[src/rtl/ps2_receiver_if.sv]
// ps2_receiver_if: raw PS/2 lines in, scan-code byte and strobes out
interface ps2_receiver_if;
  logic       PS2_CLK;
  logic       PS2_DAT;
  logic [7:0] ps2_data;
  logic       ps2_data_clk;
  logic       ps2_error;
  modport master (output PS2_CLK, PS2_DAT, input ps2_data, ps2_data_clk, ps2_error);
  modport slave (input PS2_CLK, PS2_DAT, output ps2_data, ps2_data_clk, ps2_error);
endinterface

[src/rtl/ps2_receiver.sv]
// ps2_receiver: filtered PS/2 device-to-host frame deserializer with parity/stop/timeout checks
module ps2_receiver #(
  parameter int FILTER_LEN = 8,
  parameter int TIMEOUT    = 50000
) (
  input logic           CLOCK_50,
  input logic           RESET_N,
  ps2_receiver_if.slave bus
);
  localparam int FW = $clog2(FILTER_LEN + 1);
  localparam int TW = $clog2(TIMEOUT + 1);
  typedef enum logic {IDLE, RECV} state_t;
  state_t        state_q;
  logic [1:0]    clk_sync_q, dat_sync_q;
  logic          filt_q, filt_prev_q, filt_d;
  logic [FW-1:0] filt_cnt_q, filt_cnt_d;
  logic          filt_diff, filt_hit, fall, frame_ok;
  logic [3:0]    bit_cnt_q;
  logic [TW-1:0] to_cnt_q;
  logic [9:0]    shift_q, shift_d;
  logic [7:0]    data_q;
  logic          strobe_q, err_q;
  // filter next-state, falling-edge detect and frame validity of the incoming bit
  always_comb begin
    filt_diff  = clk_sync_q[1] != filt_q;
    filt_hit   = filt_diff && filt_cnt_q == FW'(FILTER_LEN - 1);
    filt_cnt_d = (filt_diff && !filt_hit) ? filt_cnt_q + FW'(1) : '0;
    filt_d     = filt_hit ? ~filt_q : filt_q;
    fall       = filt_prev_q & ~filt_q;
    shift_d    = {dat_sync_q[1], shift_q[9:1]};
    frame_ok   = (^shift_d[8:0]) & shift_d[9];
  end
  // two-flop synchronizers and glitch filter on the PS/2 clock
  always_ff @(posedge CLOCK_50) begin
    if (!RESET_N) begin
      clk_sync_q  <= 2'b11;
      dat_sync_q  <= 2'b11;
      filt_q      <= 1'b1;
      filt_prev_q <= 1'b1;
      filt_cnt_q  <= '0;
    end else begin
      clk_sync_q  <= {clk_sync_q[0], bus.PS2_CLK};
      dat_sync_q  <= {dat_sync_q[0], bus.PS2_DAT};
      filt_q      <= filt_d;
      filt_prev_q <= filt_q;
      filt_cnt_q  <= filt_cnt_d;
    end
  end
  // frame FSM: start detect, bit shifting, completion check and mid-frame timeout
  always_ff @(posedge CLOCK_50) begin
    if (!RESET_N) begin
      state_q   <= IDLE;
      bit_cnt_q <= '0;
      to_cnt_q  <= '0;
      shift_q   <= '0;
      data_q    <= '0;
      strobe_q  <= 1'b0;
      err_q     <= 1'b0;
    end else begin
      strobe_q <= 1'b0;
      err_q    <= 1'b0;
      if (state_q == IDLE) begin
        to_cnt_q <= '0;
        if (fall && !dat_sync_q[1]) begin
          state_q   <= RECV;
          bit_cnt_q <= '0;
        end
      end else if (fall) begin
        shift_q   <= shift_d;
        bit_cnt_q <= bit_cnt_q + 4'd1;
        to_cnt_q  <= '0;
        if (bit_cnt_q == 4'd9) begin
          state_q   <= IDLE;
          bit_cnt_q <= '0;
          strobe_q  <= frame_ok;
          err_q     <= !frame_ok;
          if (frame_ok) data_q <= shift_d[7:0];
        end
      end else if (to_cnt_q == TW'(TIMEOUT - 1)) begin
        state_q   <= IDLE;
        bit_cnt_q <= '0;
        to_cnt_q  <= '0;
        err_q     <= 1'b1;
      end else begin
        to_cnt_q <= to_cnt_q + TW'(1);
      end
    end
  end
  assign bus.ps2_data     = data_q;
  assign bus.ps2_data_clk = strobe_q;
  assign bus.ps2_error    = err_q;
endmodule

[src/flat_wrapper.sv]
// flat-port wrapper written by rule: the top's interface ports become plain ports
module ps2_receiver_flat 
#(
  parameter int FILTER_LEN = 8,
  parameter int TIMEOUT    = 50000
)
  (CLOCK_50, RESET_N, bus_PS2_CLK, bus_PS2_DAT, bus_ps2_data, bus_ps2_data_clk, bus_ps2_error);
  ps2_receiver_if bus_i ();
  input logic CLOCK_50;
  input logic RESET_N;
  input wire logic [$bits(bus_i.PS2_CLK)-1:0] bus_PS2_CLK;
  input wire logic [$bits(bus_i.PS2_DAT)-1:0] bus_PS2_DAT;
  output wire logic [$bits(bus_i.ps2_data)-1:0] bus_ps2_data;
  output wire logic [$bits(bus_i.ps2_data_clk)-1:0] bus_ps2_data_clk;
  output wire logic [$bits(bus_i.ps2_error)-1:0] bus_ps2_error;
  assign bus_i.PS2_CLK = bus_PS2_CLK;
  assign bus_i.PS2_DAT = bus_PS2_DAT;
  assign bus_ps2_data = bus_i.ps2_data;
  assign bus_ps2_data_clk = bus_i.ps2_data_clk;
  assign bus_ps2_error = bus_i.ps2_error;
  ps2_receiver #(.FILTER_LEN(FILTER_LEN), .TIMEOUT(TIMEOUT)) u_core (.CLOCK_50(CLOCK_50), .RESET_N(RESET_N), .bus(bus_i));
endmodule
[config.mk]
export PLATFORM = sky130hd
export DESIGN_NAME = ps2_receiver_flat
export DESIGN_NICKNAME = d
export VERILOG_FILES = /design/src/rtl/ps2_receiver_if.sv /design/src/rtl/ps2_receiver.sv /design/src/flat_wrapper.sv
export SDC_FILE = /design/constraint.sdc
export NUM_CORES = 1
export LEC_CHECK = 0
export BUFFER_PORTS_ARGS = -buffer_cell sky130_fd_sc_hd__buf_2
export CAP_MARGIN = 30
export CORE_MARGIN = 2
export CORE_UTILIZATION = 25
export DETAILED_ROUTE_END_ITERATION = 12
export GPL_TIMING_DRIVEN = 0
export MAX_ROUTING_LAYER = met4
export PLACE_DENSITY = 0.49
export SETUP_SLACK_MARGIN = 0.02
export SYNTH_ARGS = -nofsm -noshare
export SYNTH_HDL_FRONTEND = slang
export SYNTH_SLANG_ARGS = --single-unit
[constraint.sdc]
create_clock -name CLOCK_50 -period 2.41 [get_ports CLOCK_50]
set_input_delay 0.3615 -clock CLOCK_50 [delete_from_list [all_inputs] [get_ports CLOCK_50]]
set_output_delay 0.3615 -clock CLOCK_50 [all_outputs]
set_load 0.01 [all_outputs]
# Word-level counts from Yosys, hierarchy flattened
# Cells that the tools add are included.
[totals]
latchBits = 0
romBits = 0
output_inout_bits = 10
ram_bits = 0
regBits = 51
wordCells = 53
mem_count = 0
[classes]
mux = 13
bitwise_logic = 5
n_eq_ne = 5
reduce_logical = 15
n_mul = 0
addsub = 3
div_mod_pow = 0
order_cmp = 0
n_shift = 0
[op_table]
columns = ["op", "n"]
rows = [
  ["$mux W4", 5],
  ["$add A16 B1 Y16 const B", 1],
  ["$eq A16 B16 Y1 const B", 1],
  ["$reduce_xor A9 Y1", 1],
  ["$add A4 B1 Y4 const B", 2],
  ["$mux W1", 8],
  ["$reduce_and A2 Y1", 4],
  ["$reduce_and A4 Y1", 2],
  ["$eq A4 B3 Y1 const B", 1],
  ["$eq A4 B4 Y1 const B", 1],
  ["$reduce_or A4 Y1", 1],
  ["$logic_and A1 B1 Y1", 3],
  ["$logic_not A1 Y1", 3],
  ["$ne A3 B3 Y1 const B", 1],
  ["$not A1 Y1", 3],
  ["$and A1 B1 Y1", 2],
  ["$reduce_bool A2 Y1", 1],
  ["$ne A1 B1 Y1", 1],
]

# Longest topological paths before layout
# Gate-level depths: netlist of run 1.
[logic_depth]
depth_word = 5
ltp_mapped = 7

# Least setup slack after synthesis of run 1
# Ideal clock, no wire load.
[synth_path]
path_type = "reg-to-reg"
from = "reg u_core.to_cnt_q[7]"
to = "reg u_core.to_cnt_q[5]"
slack_ps = 694
required_time_ps = 2295
path_stages_with_launch = 7
setup_ps = 115
arrival_ps = 1601
cell_sequence = "dfxtp_1 > or4_1 > nor4_4 > nand2b_1 > buf_6 > buf_8 > nor2_1"
[synth_via]
elab_chain_len = 2
[synth_lines]
columns = ["element", "line", "rtl"]
rows = [
  ["from (decl)", "ps2_receiver.sv:19", "logic [TW-1:0] to_cnt_q;"],
  ["from (signal assigned)", "ps2_receiver.sv:85", "to_cnt_q <= to_cnt_q + TW'(1);"],
  ["$eq A16 B16 Y1", "ps2_receiver.sv:79", "end else if (to_cnt_q == TW'(TIMEOUT - 1)) begin"],
  ["$reduce_or A4 Y1 (no line)", "--", ""],
]
# Every way passes these cells.
# A chain may end at the register's enable or synchronous reset.

# Worst setup path in the final report of run 1
[layout_path]
from = "reg u_core.to_cnt_q[7]"
to = "reg u_core.to_cnt_q[12]"
[layout_via]
elab_chain_len = 2
word_cells_on_any_way = 3
classes_between = "1 x add/sub; 1 x eq/ne; 1 x reduce/logical"
[layout_lines]
columns = ["element"]
rows = [
  ["parallel branches: the longest is 2 deep, another holds $add A16 B1 Y16"],
]
# Parallel ways; which one is timed is not known.

==> results of run 1 <==
-- registers in the layout (all words and copies together), names as in the netlist --
signal,flops
u_core.to_cnt_q,16
u_core.shift_q,9
u_core.bus.ps2_data,8
u_core.bit_cnt_q,4
u_core.filt_cnt_q,4
u_core.clk_sync_q,2
u_core.dat_sync_q,2
u_core.bus.ps2_data_clk,1
u_core.bus.ps2_error,1
u_core.filt_prev_q,1
u_core.filt_q,1
u_core.state_q,1
-- synth_stat cells, types with 2 or more instances --
library cell / instances
nor2_1: 21
nand2b_1: 7
a21boi_0: 10
or3_1: 4
nand2_1: 47
inv_1: 9
a211oi_1: 3
nand4_1: 5
o21a_1: 2
o21ai_0: 4
nor4_1: 5
or4_1: 2
a21oi_1: 4
nand3_1: 8
nor3_1: 3
and3b_1: 2
xnor2_1: 11
xor2_1: 6
clkbuf_1: 7
ha_1: 4
mux2i_1: 10
dfxtp_1: 50
-- cell families (layout without fill, tap and decap cells) --
| family | Yosys count | count (layout) |
|---|---|---|
| simple gates | 114 | 114 |
| flops | 50 | 50 |
| compound gates | 27 | 27 |
| xor+xnor | 20 | 20 |
| buf+inv | 18 | 39 |
| mux | 11 | 11 |
| fa+ha+maj | 4 | 4 |
-- worst min path at each step --
stage                                    start                    to  slack, ps  depth (start not counted)
after floorplan           u_core.clk_sync_q[0]  u_core.clk_sync_q[1]        390                          1
after global placement    u_core.clk_sync_q[0]  u_core.clk_sync_q[1]        390                          1
after detailed placement  u_core.dat_sync_q[0]  u_core.dat_sync_q[1]        390                          1
after CTS                          bus_PS2_CLK  u_core.clk_sync_q[0]        230                          2
after global routing               bus_PS2_CLK  u_core.clk_sync_q[0]        270                          2
final                              bus_PS2_CLK  u_core.clk_sync_q[0]        240                          2
-- area by class of cell --
cell class | count | area, um^2
fillers | 936 | 6157
multi-input cells | 176 | 1147
flip-flops and latches | 50 | 1001
well taps | 108 | 135.1
clock buffers | 6 | 72.57
repair buffers | 13 | 65.06
plain buffers | 9 | 52.55
inverters | 9 | 33.78
clock inverters | 2 | 13.76
-- metrics by stage --
stage | instance area [um^2] | setup WS (ps) | util, %
6_report | 2521 | 513.9 | 29.05
5_1_grt | 2521 | 403.7 | 29.05
4_1_cts | 2521 | 496.5 | 29.05
3_5_place_dp | 2435 | 515.7 | 28.06
3_3_place_gp | 2435 | 522.3 | 28.06
2_1_floorplan | 2235 | 694.5 | -
-- power groups by stage --
stage               combinational [mW]  sequential [mW]  clock, mW
finish                          0.0204            0.831      0.484
detailed placement              0.0210            0.850          0
CTS                             0.0210            0.831      0.507
global placement                0.0211            0.850          0
global route                    0.0236            0.832      0.539
floorplan                       0.0130            0.850          0
-- layer usage --
metal / routed length, um / GRT usage (%) / share of wire [%]
met1: 2061 / 11.78 / 51
met2: 1782 / 14.29 / 44
met4: 59 / 2.845 / 1.5
met5: 0 / - / 0
met3: 122 / 2.482 / 3.0
-- worst register-to-register path, delay by kind of cell, from the launching register on --
family	cells	cell delay (ps)
AND/OR/NAND/NOR	4	1190
flip-flops	1	340
buffers and inverters	2	270
==> impl_metrics.tcl, run 1 <==
set metrics [dict create \
    post_drt_wl_per_cell_um 10.79 \
    synthAdderAreaFrac_pct 2.240 \
    hpwl_um 2888 \
    dp_cells 365 \
    intPower_mw 1.042 \
    h-tree-depth 2 \
    synth_compound_area_share_pct 8.343 \
    path_cells "or4_1 -> nor4_4 -> nand2b_1 -> buf_6 -> buf_8 -> nor2_1" \
    path_buf_inv 2 \
    grt_pass1_wl_um 7127 \
    synth_top_family_by_area "simple AND/OR/NAND/NOR gates" \
    yosys.area_share.simple_pct 25.48 \
    p_switching_uw 293.2 \
    hold_viol 0 \
    final_common_cell "dfxtp_1" \
    synth_cell_types 42 \
    num_rows 34 \
    cts_resized 0 \
    rsz0062_at_grt "false" \
    clock.fmax_ghz 0.5274 \
    avgSynthCellArea_um2 9.158 \
    wirelength_um 4026 \
    async_flop_share_pct 0 \
    status "finished, final reports clean" \
    end_kind "flip-flop" \
    yosysWarnings 0 \
    antenna_found_initial 0 \
    drive_above_1_share_pct 10.19 \
    required_ps 2610 \
    power_mw 1.335 \
    r2r_start "u_core.to_cnt_q[7]" \
    muxShareOfSynthArea_pct 5.487 \
    syn_nets 252 \
    netlist_instances 244 \
    worstSetupStartpoint "u_core.to_cnt_q[7]" \
    r2r_end "u_core.to_cnt_q[12]" \
    p_leak_nw 0.8702 \
    pwr-share-clk_pct 36.2 \
    p_comb_share_pct 1.5 \
    synthTopCellsByArea "dfxtp_1 (45%), nand2_1 (7.9%), mux2i_1 (4.5%)" \
    drt_iter0_drc 43 \
    skew_ps 10.60 \
    via_per_inst 4.338 \
    syn_to_final_growth_pct 12.82 \
    final_net_count 272 \
    worstMarginPinSlew_ps 540.4 \
    mostFrequentLayoutCells "dfxtp_1 (50), nand2_1 (47), nor2_1 (21), buf_2 (13), xnor2_1 (11)" \
    gp_congestion 0.7837 \
    vdd_ir_drop_max_mv 0.1886 \
    ant_nets 0 \
    grt_pass1_vias 1526 \
    clkLatencyLatePin_ps 300 \
    slew_violations 0 \
    hold_path.class "in2reg" \
    fin_cells 373 \
    ctsHoldBuffers 0 \
    slowest_delay_ps 590 \
    rrSetupSlack_ps 510 \
    gr-total-overflow 0 \
    setup_viol 0 \
    die_h_um 98.55 \
    numPortBuffers 13 \
    core_area_um2 8678 \
    root_buffer "clkbuf_8" \
    ys.flop_type "dfxtp_1" \
    synth_area_um2 2235 \
    post_cts.repair.setup_buffers 0 \
    clock_sinks 50 \
    p_per_area_nw_per_um2 529.5 \
    grt_max_degree 16 \
    track_usage_pct 9.209 \
    tritoncts "done" \
    cts_buffers 5 \
    initial_core_util_pct 25.75 \
    die_x_um 98.55 \
    finalCritPeriodShare_pct 78.68 \
    endpoint "u_core.to_cnt_q[12]" \
    yosysTopAreaCellShare_pct 44.79 \
    drv_cap 0 \
    clockBufferDepth 2 \
    synth_edf_count 0 \
    dr.pass1.iters 4 \
    clk_pin_slew_ps 90 \
    fin_setup_tns_ps 0 \
    critPathArrivalTime_ps 2090 \
    synthXorXnorAreaFrac_pct 9.798 \
    switching_share_pct 21.96 \
    drc 0 \
    die_area_um2 9711 \
    rr_worst_depth 6 \
    ys_seq_elements 50 \
    synth_area_leader_cell "dfxtp_1" \
    critical_path_class "reg2reg" \
    slew_headroom_pct 63.65 \
    crit_slowest_cell "or4_1" \
    worst-path-stages 6 \
    top_level_ports 14 \
    seq_power_share_pct 62.2 \
    period_needed_ps 1896 \
    vias 1618 \
    worst-path-max-fanout 10 \
    ys_seq_area_share_pct 44.79 \
    whs_ps 242.5 \
    cp-start-kind "flip-flop" \
    crit_family "simple AND/OR/NAND/NOR gates" \
    antenna_cells 0 \
]
(Power assumes the default switching activity.)
==> run 2, diff against run 1 <==
==> constraint.sdc (replaced) <==
create_clock -name CLOCK_50 -period 1.9 [get_ports CLOCK_50]
set_input_delay 0.285 -clock CLOCK_50 [delete_from_list [all_inputs] [get_ports CLOCK_50]]
set_output_delay 0.285 -clock CLOCK_50 [all_outputs]
set_load 0.01 [all_outputs]
==> impl_metrics.tcl, run 2 (synthesis gave the netlist of run 1 again) <==
set metrics [dict create \
    seq_area_um2 1001 \
    via_per_inst 4.320 \
    slew_headroom_pct 63.67 \
    hpwl_um 2888 \
    period_needed_ps 1775 \
    root_buffer "clkbuf_8" \
    cp-start-kind "flip-flop" \
    slew_violations 0 \
    drv_cap 0 \
    vias 1620 \
    gp_congestion 0.7837 \
    fin_setup_tns_ps 0 \
    numPortBuffers 13 \
    clock.fmax_ghz 0.5634 \
    die_x_um 98.55 \
    antenna_cells 0 \
    h-tree-depth 2 \
    worst-path-max-fanout 4 \
    ctsHoldBuffers 0 \
    p_leak_nw 0.8824 \
    initial_core_util_pct 25.75 \
    drive_above_1_share_pct 11.24 \
    antenna_found_initial 0 \
    end_kind "flip-flop" \
    clk_pin_slew_ps 90 \
    syn_to_final_growth_pct 14.22 \
    top_layer_used "met4" \
    crit_slowest_cell "or4_4" \
    num_rows 34 \
    wirelength_um 4016 \
    path_cells "or4_4 -> nor4_4 -> buf_4 -> a211oi_1 -> o31a_1" \
    slowest_delay_ps 560 \
    gr-total-overflow 0 \
    route.met3.wl_um 120 \
    grt_pass1_wl_um 7127 \
    required_ps 2100 \
    wl_met1_um 2072 \
    mostFrequentLayoutCells "dfxtp_1 (50), nand2_1 (47), nor2_1 (21), buf_2 (13), xnor2_1 (11)" \
    worstMarginPinSlew_ps 540.1 \
    dr.pass1.iters 4 \
    drc 0 \
    top_register "u_core.to_cnt_q" \
    cts_buffers 5 \
    crit_family "simple AND/OR/NAND/NOR gates" \
    track_usage_pct 9.209 \
    rsz0062_at_grt "false" \
    ant_nets 0 \
    power_mw 1.695 \
    critPathArrivalTime_ps 1980 \
    dr_wl_met2_um 1763 \
    post_drt_wl_per_cell_um 10.71 \
    clock_sinks 50 \
    finalCritPeriodShare_pct 93.43 \
    multiInputGateArea_um2 1151 \
    hold_path.class "in2reg" \
    status "finished, final reports clean" \
    die_area_um2 9711 \
    grt_pass1_vias 1528 \
    critical_path_class "reg2reg" \
    drt_iter0_drc 35 \
    clkLatencyLatePin_ps 300 \
    clockBufferDepth 2 \
    top_level_ports 14 \
    final_net_count 274 \
    path_buf_inv 1 \
    grt_max_degree 16 \
    core_area_um2 8678 \
    p_per_area_nw_per_um2 663.9 \
    skew_ps 10.66 \
    vdd_ir_drop_max_mv 0.2437 \
    nFillCells 932 \
    tritoncts "done" \
    largest_register_ffs 16 \
    die_h_um 98.55 \
    setup_viol 0 \
    hold_viol 0 \
    final_common_cell "dfxtp_1" \
]
[run 2: per-stage QoR]
step / hold WS, ps / cell area (um^2) / cells / utilization (%) / setup slack (ps)
after floorplan: 386.3 / 2235 / 244 / - / 184.5
after global placement: 391.4 / 2435 / 365 / 28.06 / 12.33
after detailed placement: 391.4 / 2435 / 365 / 28.06 / 5.732
after CTS: 158.2 / 2521 / 373 / 29.05 / 33.35
after global routing: 192.1 / 2552 / 375 / 29.41 / 9.513
final: 166.2 / 2552 / 375 / 29.41 / 124.9
[run 2: final timing paths]
kind                         from                   end  slack [ps]  depth (start not counted)
max reg2reg    u_core.to_cnt_q[7]   u_core.bit_cnt_q[2]         120                          5
min reg2reg  u_core.dat_sync_q[0]  u_core.dat_sync_q[1]         400                          1
min                   bus_PS2_CLK  u_core.clk_sync_q[0]         170                          2
max            u_core.to_cnt_q[7]   u_core.bit_cnt_q[2]         120                          5
[run 2: layer usage]
metal / vias to the layer above / global-route usage, %
met3: 7 / 2.482
met1: 729 / 11.78
met4: 0 / 2.845
met5: - / -
li1: 868 / -
met2: 16 / 14.29
[run 2: layout make-up]
type	count	area share, %
Tap cell	108	5.294
Inverter	9	1.324
Buffer	9	2.059
Timing Repair Buffer	15	3.627
Multi-Input combinational cell	176	45.10
Sequential cell	50	39.22
Clock inverter	2	0.5392
Clock buffer	6	2.843
[run 2: timing repair]
item | in CTS | in global routing
resized for setup | 0 | 1
pin swaps | 1 | 1
setup endpoints to repair | 10 | 19
setup buffers | 0 | 2
[run 2: where the power goes]
part           switching (mW)  internal (mW)
registers             0.00262           1.05
logic                  0.0164        0.00941
clock network           0.354          0.261
